**src/rtl/bill_pay_ctrl.sv**
```systemverilog
// Bill payment controller: a scanned bill is settled from account credit, cash notes or one cheque.
// Registered outputs one cycle after each input pulse; no backpressure, pulses outside their state are ignored.
module bill_pay_ctrl #(
    parameter int AMT_W   = 16,
    parameter int ACCT_W  = 4,
    parameter int TIMEOUT = 1000
) (
    input  logic              clk,
    input  logic              rst,
    input  logic              scan_vld,
    input  logic [ACCT_W-1:0] scan_acct,
    input  logic [AMT_W-1:0]  scan_amt,
    input  logic              mode_cash,
    input  logic              mode_cheq,
    input  logic              note_vld,
    input  logic [AMT_W-1:0]  note_val,
    input  logic              cheq_vld,
    input  logic [AMT_W-1:0]  cheq_amt,
    input  logic              stop,
    output logic [AMT_W-1:0]  bal,
    output logic [AMT_W-1:0]  excess,
    output logic              done,
    output logic              short,
    output logic              note_rej,
    output logic [2:0]        state
);
    localparam int NACCT = 2 ** ACCT_W;
    localparam int CNT_W = $clog2(TIMEOUT);
    localparam logic [CNT_W-1:0] CNT_LAST = CNT_W'(TIMEOUT - 1);

    typedef enum logic [2:0] {
        S_IDLE  = 3'd0,
        S_INFO  = 3'd1,
        S_CASH  = 3'd2,
        S_CHEQ  = 3'd3,
        S_SHORT = 3'd4,
        S_DONE  = 3'd5
    } state_t;

    state_t             state_q, state_d;
    logic [AMT_W-1:0]   bal_d, excess_d;
    logic               done_d, short_d, rej_d;
    logic [ACCT_W-1:0]  acct_q, acct_d;
    logic [CNT_W-1:0]   cnt_q, cnt_d;
    logic [AMT_W-1:0]   credit [NACCT];
    logic               wr_en;
    logic [ACCT_W-1:0]  wr_addr;
    logic [AMT_W-1:0]   wr_data;

    logic [AMT_W-1:0]   scan_credit, cur_credit, pay_amt, overpay, credit_new;
    logic [AMT_W:0]     credit_sum;
    logic               pay_vld, pay_ok, expired;

    function automatic logic note_ok(input logic [AMT_W-1:0] v);
        return (v == AMT_W'(1000)) || (v == AMT_W'(500)) || (v == AMT_W'(100)) ||
               (v == AMT_W'(50))   || (v == AMT_W'(20))  || (v == AMT_W'(10))  ||
               (v == AMT_W'(5));
    endfunction

    assign scan_credit = credit[scan_acct];
    assign cur_credit  = credit[acct_q];
    assign pay_amt     = (state_q == S_CASH) ? note_val : cheq_amt;
    assign pay_vld     = (state_q == S_CASH) ? note_vld : cheq_vld;
    assign pay_ok      = (state_q == S_CASH) ? note_ok(note_val) : (cheq_amt != '0);
    // Overpayment is only meaningful once pay_amt >= bal has been established.
    assign overpay     = (pay_amt >= bal) ? (pay_amt - bal) : '0;
    assign credit_sum  = {1'b0, cur_credit} + {1'b0, overpay};
    assign credit_new  = credit_sum[AMT_W] ? '1 : credit_sum[AMT_W-1:0];
    assign expired     = !(note_vld || cheq_vld) && (cnt_q == CNT_LAST);
    assign state       = state_q;

    always_comb begin
        state_d  = state_q;
        bal_d    = bal;
        excess_d = excess;
        rej_d    = 1'b0;
        acct_d   = acct_q;
        cnt_d    = (note_vld || cheq_vld) ? '0 : cnt_q + CNT_W'(1);
        wr_en    = 1'b0;
        wr_addr  = acct_q;
        wr_data  = credit_new;
        case (state_q)
            S_IDLE: begin
                cnt_d = '0;
                if (scan_vld) begin
                    acct_d  = scan_acct;
                    wr_en   = 1'b1;
                    wr_addr = scan_acct;
                    if (scan_credit >= scan_amt) begin
                        wr_data = scan_credit - scan_amt;
                        bal_d   = '0;
                        state_d = S_DONE;
                    end else begin
                        wr_data = '0;
                        bal_d   = scan_amt - scan_credit;
                        state_d = S_INFO;
                    end
                    excess_d = wr_data;
                end
            end
            S_INFO: begin
                if (mode_cash)           state_d = S_CASH;
                else if (mode_cheq)      state_d = S_CHEQ;
                else if (stop || expired) state_d = S_SHORT;
            end
            S_CASH, S_CHEQ: begin
                if (pay_vld && pay_ok && (pay_amt >= bal)) begin
                    wr_en    = 1'b1;
                    excess_d = credit_new;
                    bal_d    = '0;
                    state_d  = S_DONE;
                end else begin
                    if (pay_vld && pay_ok)  bal_d = bal - pay_amt;
                    if (pay_vld && !pay_ok) rej_d = 1'b1;
                    // A partial cheque ends the transaction: one instrument only.
                    if (stop || expired || (state_q == S_CHEQ && pay_vld && pay_ok))
                        state_d = S_SHORT;
                end
            end
            default: state_d = S_IDLE;
        endcase
        if (state_d != state_q) cnt_d = '0;
        done_d  = (state_d == S_DONE);
        short_d = (state_d == S_SHORT);
    end

    always_ff @(posedge clk) begin
        if (rst) begin
            state_q  <= S_IDLE;
            bal      <= '0;
            excess   <= '0;
            done     <= 1'b0;
            short    <= 1'b0;
            note_rej <= 1'b0;
            acct_q   <= '0;
            cnt_q    <= '0;
            for (int i = 0; i < NACCT; i++) credit[i] <= '0;
        end else begin
            state_q  <= state_d;
            bal      <= bal_d;
            excess   <= excess_d;
            done     <= done_d;
            short    <= short_d;
            note_rej <= rej_d;
            acct_q   <= acct_d;
            cnt_q    <= cnt_d;
            if (wr_en) credit[wr_addr] <= wr_data;
        end
    end
endmodule

```
**config.mk**
```make
export PLATFORM = sky130hd
export DESIGN_NAME = bill_pay_ctrl
export DESIGN_NICKNAME = d
export VERILOG_FILES = /design/src/rtl/bill_pay_ctrl.sv
export SDC_FILE = /design/constraint.sdc
export NUM_CORES = 1
export LEC_CHECK = 0
export CORE_MARGIN = 2
export CORE_UTILIZATION = 25
export DETAILED_ROUTE_END_ITERATION = 6
export PLACE_DENSITY = 0.41
export SKIP_LAST_GASP = 1
export SYNTH_ARGS = -nofsm -noshare
export SYNTH_HDL_FRONTEND = slang
export SYNTH_SLANG_ARGS = --single-unit
```
**constraint.sdc**
```tcl
create_clock -name clk -period 12.6 [get_ports clk]
set_input_delay 1.26 -clock clk [delete_from_list [all_inputs] [get_ports clk]]
set_output_delay 1.26 -clock clk [all_outputs]
set_load 0.1 [all_outputs]
```
==> results.json <==
{
  "syn_nets": 1869,
  "fin_worst_skew_ns": 0.0248,
  "die_h_um": 284,
  "htreeDepth": 2,
  "ctsHoldBuffers": 0,
  "internal_power_mw": 2.38,
  "synth_edf_count": 256,
  "syn_inst": 1725,
  "maxSlewHeadroom_pct": 9.96,
  "vdd_drop_max_mv": 0.0914,
  "timing_hold_violations_final": 0,
  "cts_tree": "built",
  "p_leak_nw": 8.18,
  "ys_types": 75,
  "fin_util_pct": 29.8,
  "comb_power_share_pct": 40.4,
  "avgViaCountPerCell": 5.16,
  "clock-sinks": 308,
  "start_util_pct": 25.3,
  "min_path_type": "register to register",
  "drtPass1Iterations": 5,
  "hp-start": "cnt_q[0]",
  "grt_overflow": 0,
  "power.switching_mw": 1.61,
  "fin_nets": 1930,
  "finalCritPeriodShare_pct": 60.6,
  "cts_buffers": 38,
  "rows": 102,
  "cp_max_fo": 18,
  "coreArea_um2": 77500,
  "grt_pass1_vias": 14800,
  "synth_ff_type": "edfxtp_1",
  "multi_input_area_um2": 10100,
  "clk_pin_slew_ns": 0.06,
  "antenna-diode-count": 0,
  "r2r_start": "state[2]",
  "tightest_slew_ns": 1.35,
  "detail-route-antenna-nets": 0,
  "cts_setup_buffers": 0,
  "reg2reg_depth": 20,
  "port_buffers": 97,
  "grt_usage_pct": 18.4,
  "worst_setup_path_start_kind": "register",
  "dr_total_vias": 14700,
  "routabilityCongestion": 0.887,
  "syn_area_per_cell_um2": 11.4,
  "hold_depth": 1,
  "swShare_pct": 40.3,
  "layout-drive-gt1-share_pct": 17.3,
  "antenna_found_initial": 2,
  "fillers": 7930,
  "dp_hpwl_mm": 51.1,
  "cts_resized": 0,
  "clk_latency_ns": 0.57,
  "worstSetupStartpoint": "state[2]",
  "final_max_slew_viol_count": 0,
  "clkPwrFrac_pct": 29.2,
  "clockRootBuffer": "clkbuf_16",
  "ys_ff_latch": 308,
  "crit_arrival_ns": 7.90,
  "cap_violations": 0,
  "layout_min_cycle_time_ns": 7.64,
  "wirelength_mm": 75.1,
  "ys.warnings.count": 0,
  "dieArea_um2": 80600,
  "syn-cell-area_um2": 19600,
  "status": "finished clean",
  "ios": 98,
  "fin_setup_tns_ns": 0,
  "area_growth_pct": 17.8,
  "die_x_um": 284,
  "setup_violations": 0,
  "crit_path_end_kind": "register",
  "grt_pass1_wl_mm": 108,
  "regArea_um2": 8740,
  "power.share.sequential_pct": 30.5,
  "rsz0062_at_grt": "false",
  "power_density_nw_per_um2": 173,
  "drc": 0,
  "wl_per_cell_um": 26.3,
  "crit_type": "register to register",
  "ys_async_sr_fraction_pct": 0,
  "grt_max_degree": 44,
  "fmax_mhz": 131,
  "cp.required_ns": 12.86,
  "synth_seq_area_share_pct": 44.5,
  "clockBufferDepth": 3,
  "drt-initial-drc-count": 1324,
  "p_total_mw": 3.99
}
-- cells by family (layout without fill, tap and decap cells) --
group / count (synthesis) / in the layout / synth area share, %
DFF: 308 / 308 / 44.5
muxes: 181 / 181 / 19.6
buffers and inverters: 207 / 298 / 4.00
adders and majority gates: 84 / 84 / 5.55
AOI/OAI and AO/OA: 310 / 310 / 10.8
and+or+nand+nor: 576 / 576 / 12.9
xor gates and xnor gates: 59 / 59 / 2.64
-- worst max-delay path: stages (launching register included) --
cell      delay [ns]
dfxtp_1         0.37
nand2b_1        0.41
nor2_2          0.86
mux2_2          0.46
ha_1            0.42
and2_1          0.26
a221oi_1        0.36
and4b_1         0.29
a31o_2          0.38
nor2_1          0.09
ha_1            0.26
fa_1            0.49
a211oi_1        0.34
o21ai_0         0.20
a21oi_1         0.22
a32oi_1         0.19
a31oi_1         0.23
buf_4           0.23
nand2_1         0.12
a21oi_1         1.06
nor2_1          0.08
-- power groups by stage --
stage | sequential, mW | clock [mW] | combinational [mW]
after floorplan | 1.33 | 0 | 0.936
after global placement | 1.24 | 0 | 1.61
after detailed placement | 1.24 | 0 | 1.61
after CTS | 1.22 | 1.19 | 1.61
after global routing | 1.22 | 1.23 | 1.73
final | 1.22 | 1.16 | 1.61
-- metal layers --
metal | vias to the layer above | track usage [%] | share of wire, %
li1 | 6605 | - | -
met1 | 7507 | 22.9 | 40
met2 | 499 | 31.9 | 50
met3 | 114 | 3.38 | 6.4
met4 | 2 | 6.36 | 3.6
met5 | - | 0 | 0.017
-- per-stage QoR --
step	hold WS, ns	std cells	cell area (µm²)	worst slack [ns]
3_5_place_dp	0.451	2786	21800	5.02
2_1_floorplan	0.430	1725	19600	5.34
6_report	0.454	2856	23100	4.96
5_1_grt	0.490	2856	23100	4.35
4_1_cts	0.462	2856	23100	4.99
3_3_place_gp	0.444	2786	21800	5.18
-- cell usage after synthesis, types with 17 or more instances --
cell type | number | share of area (%)
mux2_2 | 18 | 1.0
o21a_1 | 17 | 0.65
xnor2_1 | 38 | 1.7
nor3_1 | 19 | 0.49
a21o_1 | 29 | 1.1
edfxtp_1 | 256 | 39
clkbuf_1 | 110 | 2.1
ha_1 | 79 | 5.0
xor2_1 | 21 | 0.94
a211oi_1 | 22 | 0.84
inv_1 | 80 | 1.5
o21ai_0 | 49 | 1.3
mux4_2 | 160 | 18
a221oi_1 | 17 | 0.76
a21oi_1 | 70 | 1.8
nor2_1 | 346 | 6.6
nand2_1 | 90 | 1.7
dfxtp_1 | 52 | 5.3
nand3_1 | 22 | 0.56
a31oi_1 | 18 | 0.57
-- state kept, by name, summed over array words and instances (netlist names) --
signal,flops
acct_q,4
bal,16
cnt_q,10
credit,256
done,1
excess,16
note_rej,1
short,1
state,3
-- worst paths after layout --
path | to | slack [ns]
min reg2reg | cnt_q[0] | 0.45
max | credit[6][7] | 4.96
min | cnt_q[0] | 0.45
max reg2reg | credit[6][7] | 4.96
-- area by class of cell --
type	instances	area share [%]
repair buffers	148	5.82
flip-flops and latches	308	37.8
inverters	80	1.30
multi-input cells	1210	43.8
clock buffers	48	4.37
well taps	1040	5.63
clock inverters	22	1.23
-- layout by cell type, fill, tap and decap left out, types with 21 or more instances in the layout --
cell type          n
nand2_1           89
inv_1             80
mux4_2           160
o21ai_0           49
xor2_1            21
xnor2_1           38
clkdlybuf4s50_1   94
clkbuf_16         39
nor2_1           346
a21o_1            29
a211oi_1          22
edfxtp_1         256
buf_4             53
a21oi_1           69
dfxtp_1           50
nand3_1           22
ha_1              79
(Power assumes the default switching activity.)
